**config.mk**
```make
export PLATFORM = sky130hd
export DESIGN_NAME = buffer_reordenamento_flat
export DESIGN_NICKNAME = d
export VERILOG_FILES = /design/src/rtl/buffer_reordenamento_if.sv /design/src/rtl/buffer_reordenamento.sv /design/src/flat_wrapper.sv
export SDC_FILE = /design/constraint.sdc
export NUM_CORES = 1
export LEC_CHECK = 0
export CORE_UTILIZATION = 50
export CTS_CLUSTER_SIZE = 25
export DETAILED_ROUTE_END_ITERATION = 10
export GPL_TIMING_DRIVEN = 1
export HOLD_SLACK_MARGIN = 0.05
export PLACE_DENSITY = 0.73
export RECOVER_POWER = 100
export SYNTH_ARGS = -nofsm -noshare
export SYNTH_HDL_FRONTEND = slang
export SYNTH_SLANG_ARGS = --single-unit
```
**constraint.sdc**
```tcl
create_clock -name Clock -period 12.6 [get_ports Clock]
set_input_delay 3.15 -clock Clock [delete_from_list [all_inputs] [get_ports Clock]]
set_output_delay 3.15 -clock Clock [all_outputs]
set_load 0.005 [all_outputs]
```
**src/rtl/buffer_reordenamento_if.sv**
```systemverilog
// Bundle between dispatch/CDB and the reorder buffer: allocation, CDB capture,
// operand lookup, flush and the in-order commit port.
interface buffer_reordenamento_if #(
    parameter int TAG_W  = 3,
    parameter int DATA_W = 16,
    parameter int REG_W  = 4
);
    logic              Alloc_valid;
    logic [REG_W-1:0]  Alloc_R_target;
    logic [TAG_W-1:0]  Alloc_tag;
    logic              Full;
    logic              Empty;
    logic [TAG_W-1:0]  Count;
    logic              Write_Enable_CDB;
    logic [TAG_W-1:0]  Qi_CDB;
    logic [DATA_W-1:0] Qi_CDB_data;
    logic [TAG_W-1:0]  Lookup_tag;
    logic              Lookup_ready;
    logic [DATA_W-1:0] Lookup_data;
    logic              Flush;
    logic              Commit_valid;
    logic [TAG_W-1:0]  Commit_tag;
    logic [REG_W-1:0]  Commit_R_target;
    logic [DATA_W-1:0] Commit_data;

    modport master (
        output Alloc_valid, Alloc_R_target, Write_Enable_CDB, Qi_CDB, Qi_CDB_data,
               Lookup_tag, Flush,
        input  Alloc_tag, Full, Empty, Count, Lookup_ready, Lookup_data,
               Commit_valid, Commit_tag, Commit_R_target, Commit_data
    );

    modport slave (
        input  Alloc_valid, Alloc_R_target, Write_Enable_CDB, Qi_CDB, Qi_CDB_data,
               Lookup_tag, Flush,
        output Alloc_tag, Full, Empty, Count, Lookup_ready, Lookup_data,
               Commit_valid, Commit_tag, Commit_R_target, Commit_data
    );
endinterface

```
**src/rtl/buffer_reordenamento.sv**
```systemverilog
// In-order commit buffer: entries are allocated at dispatch, filled from the CDB
// by tag (entry i <-> tag i+1), and retired one per cycle from the head.
module buffer_reordenamento #(
    parameter int                 DEPTH     = 4,
    parameter int                 TAG_W     = 3,
    parameter int                 DATA_W    = 16,
    parameter int                 REG_W     = 4,
    parameter logic [DATA_W-1:0]  SEM_VALOR = 16'hFFF0
) (
    input  logic                   Clock,
    input  logic                   Reset,
    buffer_reordenamento_if.slave  bus
);
    localparam int                IDX_W     = (DEPTH > 1) ? $clog2(DEPTH) : 1;
    localparam logic [IDX_W-1:0]  LAST_IDX  = IDX_W'(DEPTH - 1);
    localparam logic [TAG_W-1:0]  DEPTH_TAG = TAG_W'(DEPTH);
    localparam logic [TAG_W-1:0]  ONE_TAG   = TAG_W'(1);

    logic [DEPTH-1:0]  busy_reg;
    logic [DEPTH-1:0]  ready_reg;
    logic [REG_W-1:0]  rtarget_reg [DEPTH];
    logic [DATA_W-1:0] data_reg    [DEPTH];
    logic [IDX_W-1:0]  head_reg;
    logic [IDX_W-1:0]  tail_reg;
    logic [TAG_W-1:0]  count_reg;

    logic              commit_valid_reg;
    logic [TAG_W-1:0]  commit_tag_reg;
    logic [REG_W-1:0]  commit_rtarget_reg;
    logic [DATA_W-1:0] commit_data_reg;

    logic              full;
    logic              alloc_accept;
    logic              commit_fire;
    logic              cdb_tag_ok;
    logic [IDX_W-1:0]  cdb_idx;
    logic              cdb_capture;
    logic              lookup_tag_ok;
    logic [IDX_W-1:0]  lookup_idx;
    logic [DEPTH-1:0]  alloc_sel;
    logic [DEPTH-1:0]  commit_sel;
    logic [DEPTH-1:0]  cdb_sel;

    assign full         = (count_reg == DEPTH_TAG);
    assign alloc_accept = bus.Alloc_valid && !full;
    assign commit_fire  = busy_reg[head_reg] && ready_reg[head_reg];

    // Tag 0 and tags beyond DEPTH never name an entry.
    assign cdb_tag_ok  = (bus.Qi_CDB != '0) && (bus.Qi_CDB <= DEPTH_TAG);
    assign cdb_idx     = IDX_W'(bus.Qi_CDB - ONE_TAG);
    assign cdb_capture = bus.Write_Enable_CDB && cdb_tag_ok &&
                         busy_reg[cdb_idx] && !ready_reg[cdb_idx];

    assign lookup_tag_ok = (bus.Lookup_tag != '0) && (bus.Lookup_tag <= DEPTH_TAG);
    assign lookup_idx    = IDX_W'(bus.Lookup_tag - ONE_TAG);

    always_comb begin
        bus.Lookup_ready = 1'b0;
        bus.Lookup_data  = SEM_VALOR;
        if (lookup_tag_ok && busy_reg[lookup_idx] && ready_reg[lookup_idx]) begin
            bus.Lookup_ready = 1'b1;
            bus.Lookup_data  = data_reg[lookup_idx];
        end
    end

    // Per-entry write selects; allocate/commit/capture are mutually exclusive
    // on any one entry (allocate needs !busy, capture needs !ready, commit needs ready).
    generate
        for (genvar gi = 0; gi < DEPTH; gi++) begin : g_sel
            assign alloc_sel[gi]  = alloc_accept && (tail_reg == IDX_W'(gi));
            assign commit_sel[gi] = commit_fire  && (head_reg == IDX_W'(gi));
            assign cdb_sel[gi]    = cdb_capture  && (cdb_idx  == IDX_W'(gi));
        end
    endgenerate

    always_ff @(posedge Clock) begin
        if (!Reset || bus.Flush) begin
            head_reg         <= '0;
            tail_reg         <= '0;
            count_reg        <= '0;
            busy_reg         <= '0;
            ready_reg        <= '0;
            commit_valid_reg <= 1'b0;
            for (int i = 0; i < DEPTH; i++) begin
                rtarget_reg[i] <= '0;
                data_reg[i]    <= SEM_VALOR;
            end
            if (!Reset) begin
                commit_tag_reg     <= '0;
                commit_rtarget_reg <= '0;
                commit_data_reg    <= SEM_VALOR;
            end
        end else begin
            if (alloc_accept)
                tail_reg <= (tail_reg == LAST_IDX) ? '0 : tail_reg + IDX_W'(1);
            if (commit_fire) begin
                head_reg           <= (head_reg == LAST_IDX) ? '0 : head_reg + IDX_W'(1);
                commit_tag_reg     <= TAG_W'(head_reg) + ONE_TAG;
                commit_rtarget_reg <= rtarget_reg[head_reg];
                commit_data_reg    <= data_reg[head_reg];
            end
            commit_valid_reg <= commit_fire;
            count_reg        <= count_reg + TAG_W'(alloc_accept) - TAG_W'(commit_fire);

            for (int i = 0; i < DEPTH; i++) begin
                if (alloc_sel[i]) begin
                    busy_reg[i]    <= 1'b1;
                    ready_reg[i]   <= 1'b0;
                    rtarget_reg[i] <= bus.Alloc_R_target;
                    data_reg[i]    <= SEM_VALOR;
                end else if (commit_sel[i]) begin
                    busy_reg[i]  <= 1'b0;
                    ready_reg[i] <= 1'b0;
                    data_reg[i]  <= SEM_VALOR;
                end else if (cdb_sel[i]) begin
                    ready_reg[i] <= 1'b1;
                    data_reg[i]  <= bus.Qi_CDB_data;
                end
            end
        end
    end

    assign bus.Full            = full;
    assign bus.Empty           = (count_reg == '0);
    assign bus.Count           = count_reg;
    assign bus.Alloc_tag       = TAG_W'(tail_reg) + ONE_TAG;
    assign bus.Commit_valid    = commit_valid_reg;
    assign bus.Commit_tag      = commit_tag_reg;
    assign bus.Commit_R_target = commit_rtarget_reg;
    assign bus.Commit_data     = commit_data_reg;
endmodule

```
**src/flat_wrapper.sv**
```systemverilog
// flat-port wrapper written by rule: the top's interface ports become plain ports
module buffer_reordenamento_flat 
#(
    parameter int                 DEPTH     = 4,
    parameter int                 TAG_W     = 3,
    parameter int                 DATA_W    = 16,
    parameter int                 REG_W     = 4,
    parameter logic [DATA_W-1:0]  SEM_VALOR = 16'hFFF0
)
  (Clock, Reset, bus_Alloc_valid, bus_Alloc_R_target, bus_Write_Enable_CDB, bus_Qi_CDB, bus_Qi_CDB_data, bus_Lookup_tag, bus_Flush, bus_Alloc_tag, bus_Full, bus_Empty, bus_Count, bus_Lookup_ready, bus_Lookup_data, bus_Commit_valid, bus_Commit_tag, bus_Commit_R_target, bus_Commit_data);
  buffer_reordenamento_if #(.TAG_W(TAG_W), .DATA_W(DATA_W), .REG_W(REG_W)) bus_i ();
  input  logic Clock;
  input  logic Reset;
  input wire logic [$bits(bus_i.Alloc_valid)-1:0] bus_Alloc_valid;
  input wire logic [$bits(bus_i.Alloc_R_target)-1:0] bus_Alloc_R_target;
  input wire logic [$bits(bus_i.Write_Enable_CDB)-1:0] bus_Write_Enable_CDB;
  input wire logic [$bits(bus_i.Qi_CDB)-1:0] bus_Qi_CDB;
  input wire logic [$bits(bus_i.Qi_CDB_data)-1:0] bus_Qi_CDB_data;
  input wire logic [$bits(bus_i.Lookup_tag)-1:0] bus_Lookup_tag;
  input wire logic [$bits(bus_i.Flush)-1:0] bus_Flush;
  output wire logic [$bits(bus_i.Alloc_tag)-1:0] bus_Alloc_tag;
  output wire logic [$bits(bus_i.Full)-1:0] bus_Full;
  output wire logic [$bits(bus_i.Empty)-1:0] bus_Empty;
  output wire logic [$bits(bus_i.Count)-1:0] bus_Count;
  output wire logic [$bits(bus_i.Lookup_ready)-1:0] bus_Lookup_ready;
  output wire logic [$bits(bus_i.Lookup_data)-1:0] bus_Lookup_data;
  output wire logic [$bits(bus_i.Commit_valid)-1:0] bus_Commit_valid;
  output wire logic [$bits(bus_i.Commit_tag)-1:0] bus_Commit_tag;
  output wire logic [$bits(bus_i.Commit_R_target)-1:0] bus_Commit_R_target;
  output wire logic [$bits(bus_i.Commit_data)-1:0] bus_Commit_data;
  assign bus_i.Alloc_valid = bus_Alloc_valid;
  assign bus_i.Alloc_R_target = bus_Alloc_R_target;
  assign bus_i.Write_Enable_CDB = bus_Write_Enable_CDB;
  assign bus_i.Qi_CDB = bus_Qi_CDB;
  assign bus_i.Qi_CDB_data = bus_Qi_CDB_data;
  assign bus_i.Lookup_tag = bus_Lookup_tag;
  assign bus_i.Flush = bus_Flush;
  assign bus_Alloc_tag = bus_i.Alloc_tag;
  assign bus_Full = bus_i.Full;
  assign bus_Empty = bus_i.Empty;
  assign bus_Count = bus_i.Count;
  assign bus_Lookup_ready = bus_i.Lookup_ready;
  assign bus_Lookup_data = bus_i.Lookup_data;
  assign bus_Commit_valid = bus_i.Commit_valid;
  assign bus_Commit_tag = bus_i.Commit_tag;
  assign bus_Commit_R_target = bus_i.Commit_R_target;
  assign bus_Commit_data = bus_i.Commit_data;
  buffer_reordenamento #(.DEPTH(DEPTH), .TAG_W(TAG_W), .DATA_W(DATA_W), .REG_W(REG_W), .SEM_VALOR(SEM_VALOR)) u_core (.Clock(Clock), .Reset(Reset), .bus(bus_i));
endmodule
```
==> run summary, run 1 <==
setup ws final - 1.82 ns
Avg Cell Area, Syn - 14.6 um2
failing checks - capacitance limit, slew limit
crit path DAT - 7.63 ns
final period utilization - 0.855
Cell variety after synth - 34
DR pass1 iterations - 4
Tmin final - 10.78 ns
Worst Path Max Fanout - 18
Avg WL per Cell - 20.4 um
CP required - 9.45 ns
first-pass GRT wire length - 21.2 mm
cell total after placement - 627
post-synthesis async set-or-reset flop share - 0
Synth Cell Area - 0.00609 mm2
Max Cap Violations - 5
setup TNS - 0 ns
Clock Tree Root - clkbuf_16
DIE AREA - 0.0126 mm2
total core area - 0.0117 mm2
DRC Markers - 0
Area Growth Syn to Fin - 22.7%
GRT Overall Usage - 0.228
ratio of cells with drive above 1 in the final layout - 0.134
Synth top area share - 0.508
Die X - 112 um
starting density of the core - 0.522
Clock Tree Buf Depth - 2
leak pwr - 2.41 nW
gpl congestion - 0.775
H-tree levels - 4
number of diodes - 0
register share of total power - 0.468
Max Fclk - 92.8 MHz
cts hold-fix bufs - 0
Mapped Cells - 416
worst-margin pin slew - 5.27 ns
postcts setup bufs - 0
Hold Crit Class - register to register
logic gate share of total power - 0.059
Clk Latency, worst-skew pair - 0.41 ns
sw frac - 0.207
DRT antenna net count - 0
Ports - 80
final hold violation count - 0
status - finished, violations left
Finish-stage setup viols - 0
die extent in y - 112 um
Psw - 0.000197 W
Core Util, Final - 0.641
EDFF count, synth - 103
dominant cell by count in the synthesized netlist - edfxtp_1
CP Class - input port to output pin
Critical Path Sink Type - output pin
Post-Place Setup Slack - 2.92 ns
Yosys warning total - 0
DRT iter0 DRCs - 277
Layout Cells excl Fill - 658
clock sink count - 121
IO buf count - 79
initial antenna violation count - 0
post-detail-place hpwl - 8.60 mm
vias - 3849
row cnt - 39
Slew headroom - -2.61
TritonCTS clock tree - done
peak supply drop - 0.0000840 V
synth top area cells - edfxtp_1, mux4_2, dfxtp_1, nand2b_1, ha_1
CTS Buf Count - 17
DRT Wirelength - 13.5 mm
skew final - 0.0106 ns
total gr overflow - 0
Worst setup SP type - input port
CTS resizes - 0
syn nets - 464
largest net degree at the start of global routing - 37
Clk pin slew, worst setup/hold paths - 0.05 ns
most frequent cells after synthesis - edfxtp_1, nand2b_1, mux4_2, and2_1, and3_1
Pint - 0.000752 W
sequential fraction of the synthesis area - 0.567
Clock power frac - 0.473
fin. max-slew vios - 109
vias in the first global route - 3958
Yosys top cell by area - edfxtp_1
number of flip-flops in the largest register - 64
Vias/cell - 5.85
RSZ-0062 raised after global routing - no
Pwr Density - 127 mW/mm2
Main synth FF type - edfxtp_1
register bit total from synthesis - 121
nets@finish - 551
-- power groups by stage --
stage / Combinational [W] / Clock [W] / Sequential, W
finish: 0.0000557 / 0.000449 / 0.000444
detailed placement: 0.0000593 / 0 / 0.000452
floorplan: 0.0000305 / 0 / 0.000452
global route: 0.0000601 / 0.000470 / 0.000445
CTS: 0.0000595 / 0.000455 / 0.000444
global placement: 0.0000580 / 0 / 0.000451
-- critical path: stages --
cell and delay [ns]:
clkdlybuf4s50_1 0.45, clkbuf_1 1.13, inv_1 0.12, ha_1 0.91
mux4_2 0.40, and2_0 0.74, nand2b_1 0.12, dlygate4sd3_1 0.60
-- cells in the final DEF, fill, tap and decap left out, types with 2 or more instances in the layout --
cell / netlist / routed
mux4_2: 40 / 40
xnor2_1: 5 / 5
and2_0: 0 / 16
ha_1: 16 / 16
a2111oi_0: 0 / 2
nand3b_1: 24 / 24
mux2i_1: 4 / 4
dlygate4sd3_1: 0 / 49
nor2_1: 10 / 10
clkinv_1: 0 / 3
nand2b_1: 54 / 54
o21a_1: 2 / 2
a31oi_1: 2 / 2
clkbuf_1: 13 / 13
buf_4: 0 / 2
clkinvlp_4: 0 / 2
bufinv_16: 0 / 2
and3_1: 28 / 28
edfxtp_1: 103 / 103
a32o_1: 4 / 4
o21ai_0: 6 / 7
a21oi_1: 3 / 3
clkinv_2: 0 / 4
nor2b_1: 8 / 7
nand2_1: 11 / 11
and2_1: 28 / 12
nand3_1: 2 / 2
dfxtp_1: 18 / 18
clkbuf_16: 0 / 17
clkdlybuf4s50_1: 0 / 30
inv_1: 13 / 13
a221oi_1: 0 / 2
nand4_1: 2 / 2
-- stage by stage --
| step | hold slack [ns] | instance area, um2 | total power, W |
|---|---|---|---|
| floorplan | 0.468 | 6090 | 0.000482 |
| global placement | 0.496 | 7030 | 0.000509 |
| detailed placement | 0.499 | 7030 | 0.000511 |
| CTS | 0.515 | 7570 | 0.000958 |
| global route | 0.533 | 7470 | 0.000975 |
| finish | 0.521 | 7470 | 0.000949 |
-- layout make-up --
type	instances	area, um2
multi-input combinational	258	2400
clock buffer	20	437
tap	143	179
clock inverter	11	106
fill	875	4190
timing repair buffer	91	843
inverter	14	52.6
sequential	121	3450
-- worst paths after layout --
path | slack, ns | startpoint | end | cells after the start
worst max-delay path | 1.82 | bus_Lookup_tag[0] | bus_Lookup_data[13] | 8
worst min-delay path | 0.52 | u_core.ready_reg[2] | u_core.ready_reg[2] | 1
worst max register to register | 6.71 | u_core.head_reg[0] | u_core.data_reg[3][12] | 4
worst min register to register | 0.52 | u_core.ready_reg[2] | u_core.ready_reg[2] | 1
-- kinds of logic after synthesis --
| family | count (synthesis) | synth area share |
|---|---|---|
| compound gates | 22 | 0.0351 |
| xor+xnor | 5 | 0.00719 |
| fa+ha+maj | 17 | 0.0362 |
| buf+inv | 37 | 0.0284 |
| flops | 121 | 0.567 |
| mux | 44 | 0.155 |
| simple gates | 170 | 0.172 |
-- layer usage --
metal	part of all wire	track usage	vias up
li1	-	-	1742
met2	0.51	0.378	157
met3	0.069	0.0437	18
met4	0.013	0.0791	0
met1	0.41	0.303	1932
met5	0	0	-
No activity file was read; power rests on OpenSTA's default activity.
==> run 2: changes to the inputs <==
CORE_UTILIZATION = 60   (was 50)
PLACE_DENSITY = 0.86   (was 0.73)
==> run summary, run 2 (synthesis gave the netlist of run 1 again) <==
Clk pin slew, worst setup/hold paths - 0.06 ns
CTS resizes - 0
TritonCTS clock tree - done
crit path DAT - 7.75 ns
Die X - 103 um
placed cell areas - 0.00702 mm2
IO buf count - 79
Hold Crit Class - register to register
worst-margin pin slew - 5.44 ns
Clock Tree Root - clkbuf_8
R2R depth - 4
leak pwr - 2.43 nW
DRT iter0 DRCs - 389
H-tree levels - 4
total core area - 0.00982 mm2
row cnt - 36
Buffers & Inverters on Critical Path - 4
Vias/cell - 6.35
Area Growth Syn to Fin - 23.7%
CTS Buf Count - 17
r2r setup slk - 6.36 ns
Worst Path Max Fanout - 18
Clock Tree Buf Depth - 2
Clk Latency, worst-skew pair - 0.53 ns
Max Fclk - 91.7 MHz
CP peak stage delay - 1.14 ns
nets@finish - 551
Layout Cells excl Fill - 649
vias in the first global route - 4153
Ports - 80
number of flip-flops in the largest register - 64
first-pass GRT wire length - 22.2 mm
status - finished, violations left
setup TNS - 0 ns
setup ws final - 1.70 ns
Post-Place Setup Slack - 2.92 ns
CP Depth - 8
initial antenna violation count - 0
gpl congestion - 0.819
skew final - 0.0104 ns
DRT Wirelength - 14.9 mm
CP Class - input port to output pin
RR Endpoint - u_core.data_reg[3][9]
crit-path leading delay family - buffers and inverters
starting density of the core - 0.620
Reg2Reg Launch Point - u_core.head_reg[0]
Hold Path Origin - u_core.ready_reg[1]
total gr overflow - 0
cell total after placement - 617
die extent in y - 103 um
critical-path cell list - clkdlybuf4s50_1, clkbuf_1, inv_1, ha_1, mux4_2, and2_0, nand2b_1, dlygate4sd3_1
largest net degree at the start of global routing - 37
final period utilization - 0.865
number of diodes - 0
postcts setup bufs - 0
DRC Markers - 0
grt met1 use - 0.375
Finish-stage setup viols - 0
cts hold-fix bufs - 0
CP required - 9.45 ns
most frequent cells in the layout - edfxtp_1, nand2b_1, dlygate4sd3_1, mux4_2, clkdlybuf4s50_1
Critical Path Sink Type - output pin
GRT Overall Usage - 0.297
Slew headroom - -2.72
met3 usage - 0.0631
DR pass1 iterations - 6
post-detail-place hpwl - 8.89 mm
Tmin final - 10.90 ns
Pwr Density - 133 mW/mm2
peak supply drop - 0.0000918 V
RSZ-0062 raised after global routing - no
clock sink count - 121
final hold violation count - 0
ratio of cells with drive above 1 in the final layout - 0.143
design area - 0.00753 mm2
Hold EP - u_core.ready_reg[1]
Max Cap Violations - 5
Avg WL per Cell - 23.0 um
worst hold path stage count - 1
Worst setup SP type - input port
busiest grt layer - met2
DIE AREA - 0.0106 mm2
vias - 4122
fin. max-slew vios - 109
CP max stage cell - clkbuf_1
commonest non-fill, non-tap cell in the layout - edfxtp_1
DRT antenna net count - 0
GR Layer Usage met2 - 0.495
failing checks - capacitance limit, slew limit
-- run 2: cell types whose count changed in the layout (fill, tap and decap cells not counted), sizes merged --
cell      before  now
bufinv         2    4
clkinv         7    6
clkinvlp       2    4
clkbuf        30   27
inv           14   15
-- run 2: worst max-delay path by stage --
stage,start,end
6_report,bus_Lookup_tag[0],bus_Lookup_data[14]
5_1_grt,bus_Lookup_tag[0],bus_Lookup_data[14]
4_1_cts,bus_Lookup_tag[0],bus_Lookup_data[14]
3_5_place_dp,bus_Lookup_tag[0],bus_Lookup_data[9]
3_3_place_gp,bus_Lookup_tag[0],bus_Lookup_ready
2_1_floorplan,bus_Lookup_tag[0],bus_Lookup_data[0]
-- run 2: layout make-up --
| type | instances | area [um2] |
|---|---|---|
| flip-flops and latches | 121 | 3450 |
| clock buffers | 17 | 414 |
| well taps | 133 | 166 |
| clock inverters | 15 | 201 |
| repair buffers | 91 | 843 |
| fillers | 611 | 2290 |
| multi-input cells | 258 | 2400 |
| inverters | 14 | 52.6 |
-- run 2: per-stage QoR --
step | util | power, W | hold WS (ns)
4_1_cts | 0.778 | 0.00101 | 0.531
2_1_floorplan | - | 0.000482 | 0.468
3_5_place_dp | 0.715 | 0.000510 | 0.496
6_report | 0.767 | 0.00100 | 0.530
5_1_grt | 0.767 | 0.00103 | 0.549
3_3_place_gp | 0.715 | 0.000508 | 0.491
-- run 2: metal layers --
metal | part of all wire | wire [um]
met1 | 0.37 | 5550
met2 | 0.52 | 7750
met3 | 0.086 | 1280
met4 | 0.022 | 322
met5 | 0 | 0
-- run 2: where the power goes --
group / internal, W / leakage, nW / total, W / switching, W
clock: 0.000321 / 0.286 / 0.000504 / 0.000183
combinational: 0.0000256 / 1.09 / 0.0000563 / 0.0000307
sequential: 0.000441 / 1.06 / 0.000444 / 0.00000334
total: 0.000788 / 2.43 / 0.00100 / 0.000217
-- run 2: worst reg2reg max path: cells and delay by family (launching register included) --
family / cells / cell delay, ns
compound gates: 1 / 4.22
mux: 1 / 0.68
flops: 1 / 0.39
simple gates: 1 / 0.31
buf+inv: 1 / 0.18
==> run 3: changes to the inputs <==
CORE_UTILIZATION = 55   (was 60)
PLACE_DENSITY = 0.8   (was 0.86)
clock period = 11.94 ns   (was 12.6 ns; I/O delays follow)
==> run summary, run 3 (synthesis gave the netlist of run 1 again) <==
status - finished, violations left
failing checks - capacitance limit, slew limit
Slew headroom - -2.65
GRT Overall Usage - 0.254
H-tree levels - 4
DRT antenna net count - 0
post-detail-place hpwl - 8.79 mm
fin. max-slew vios - 109
number of flip-flops in the largest register - 64
R2R depth - 4
number of diodes - 0
initial antenna violation count - 0
CTS resizes - 0
Clk pin slew, worst setup/hold paths - 0.05 ns
Max Fclk - 97.6 MHz
DRC Markers - 0
cts hold-fix bufs - 0
Ports - 80
vias - 3937
Area Growth Syn to Fin - 23.5%
busiest grt layer - met2
TritonCTS clock tree - done
commonest non-fill, non-tap cell in the layout - edfxtp_1
crit path DAT - 7.26 ns
Clock Tree Buf Depth - 2
met3 usage - 0.0486
Hold EP - u_core.ready_reg[2]
Tmin final - 10.25 ns
CP peak stage delay - 1.11 ns
worst hold path stage count - 1
Hold WS - 0.510 ns
first-pass GRT wire length - 21.1 mm
total gr overflow - 0
CP max stage cell - clkbuf_1
final period utilization - 0.858
final hold violation count - 0
Critical Path Sink Type - output pin
most frequent cells in the layout - edfxtp_1, nand2b_1, dlygate4sd3_1, mux4_2, clkdlybuf4s50_1
RR Endpoint - u_core.data_reg[3][9]
Post-Place Setup Slack - 2.64 ns
Core Util, Final - 0.697
GR Layer Usage met2 - 0.430
skew final - 0.00784 ns
die extent in y - 107 um
r2r setup slk - 5.94 ns
Die X - 107 um
setup TNS - 0 ns
ratio of cells with drive above 1 in the final layout - 0.140
row cnt - 38
CTS Buf Count - 17
critical-path cell list - clkdlybuf4s50_1, clkbuf_1, inv_1, ha_1, mux4_2, and2_1, nand2b_1, dlygate4sd3_1
Hold Path Origin - u_core.ready_reg[2]
setup ws final - 1.69 ns
grt met1 use - 0.318
Max Cap Violations - 5
leak pwr - 2.43 nW
Clock Tree Root - clkbuf_8
largest net degree at the start of global routing - 37
IO buf count - 79
DR pass1 iterations - 4
Buffers & Inverters on Critical Path - 4
gpl congestion - 0.785
CP required - 8.96 ns
Finish-stage setup viols - 0
Pwr Density - 139 mW/mm2
total power - 0.00104 W
peak supply drop - 0.0000881 V
DIE AREA - 0.0115 mm2
Reg2Reg Launch Point - u_core.head_reg[0]
nets@finish - 551
Hold Crit Class - register to register
DRT Wirelength - 13.6 mm
starting density of the core - 0.564
Worst setup SP type - input port
Vias/cell - 6.00
DRT iter0 DRCs - 329
postcts setup bufs - 0
worst-margin pin slew - 5.33 ns
Worst Path Max Fanout - 18
Fillers - 708
vias in the first global route - 4013
clock sink count - 121
CP Class - input port to output pin
crit-path leading delay family - buffers and inverters
total core area - 0.0108 mm2
Avg WL per Cell - 20.7 um
RSZ-0062 raised after global routing - no
Clk Latency, worst-skew pair - 0.52 ns
run 3: cell count changes in the layout (fill, tap and decap cells not counted), sizes merged:
cell,before,now
clkinv,6,7
clkinvlp,4,3
run 3: power by group:
| part | leakage (nW) | switching, W | total, W | internal (W) |
|---|---|---|---|---|
| sequential | 1.06 | 0.00000338 | 0.000469 | 0.000465 |
| combinational | 1.09 | 0.0000314 | 0.0000583 | 0.0000269 |
| clock | 0.284 | 0.000183 | 0.000517 | 0.000335 |
| total | 2.43 | 0.000217 | 0.00104 | 0.000827 |
run 3: worst max path at each step:
stage | start | endpoint | slack (ns) | cells after the start
after detailed placement | bus_Lookup_tag[0] | bus_Lookup_data[9] | 2.64 | 8
after global placement | bus_Lookup_tag[0] | bus_Lookup_data[4] | 2.75 | 8
after CTS | bus_Lookup_tag[0] | bus_Lookup_data[9] | 2.63 | 8
after global routing | bus_Lookup_tag[0] | bus_Lookup_data[4] | 1.33 | 8
final | bus_Lookup_tag[0] | bus_Lookup_data[9] | 1.69 | 8
after floorplan | bus_Lookup_tag[0] | bus_Lookup_data[0] | 3.91 | 8
run 3: layer usage:
layer / vias up / routed length [um]
met5: - / 0
met4: 0 / 268
met3: 25 / 931
met2: 195 / 7160
met1: 1970 / 5250
li1: 1747 / -
run 3: final cells by class:
type,instances,area (um2),area share
flip-flops and latches,121,3450,0.459
well taps,140,175,0.0233
inverters,14,52.6,0.00699
clock inverters,15,181,0.0241
clock buffers,17,414,0.0551
multi-input cells,258,2400,0.319
repair buffers,91,843,0.112
run 3: through the flow:
step	area [um2]	cells
floorplan	6090	416
global placement	7030	624
finish	7520	656
detailed placement	7030	624
global route	7520	656
CTS	7620	656
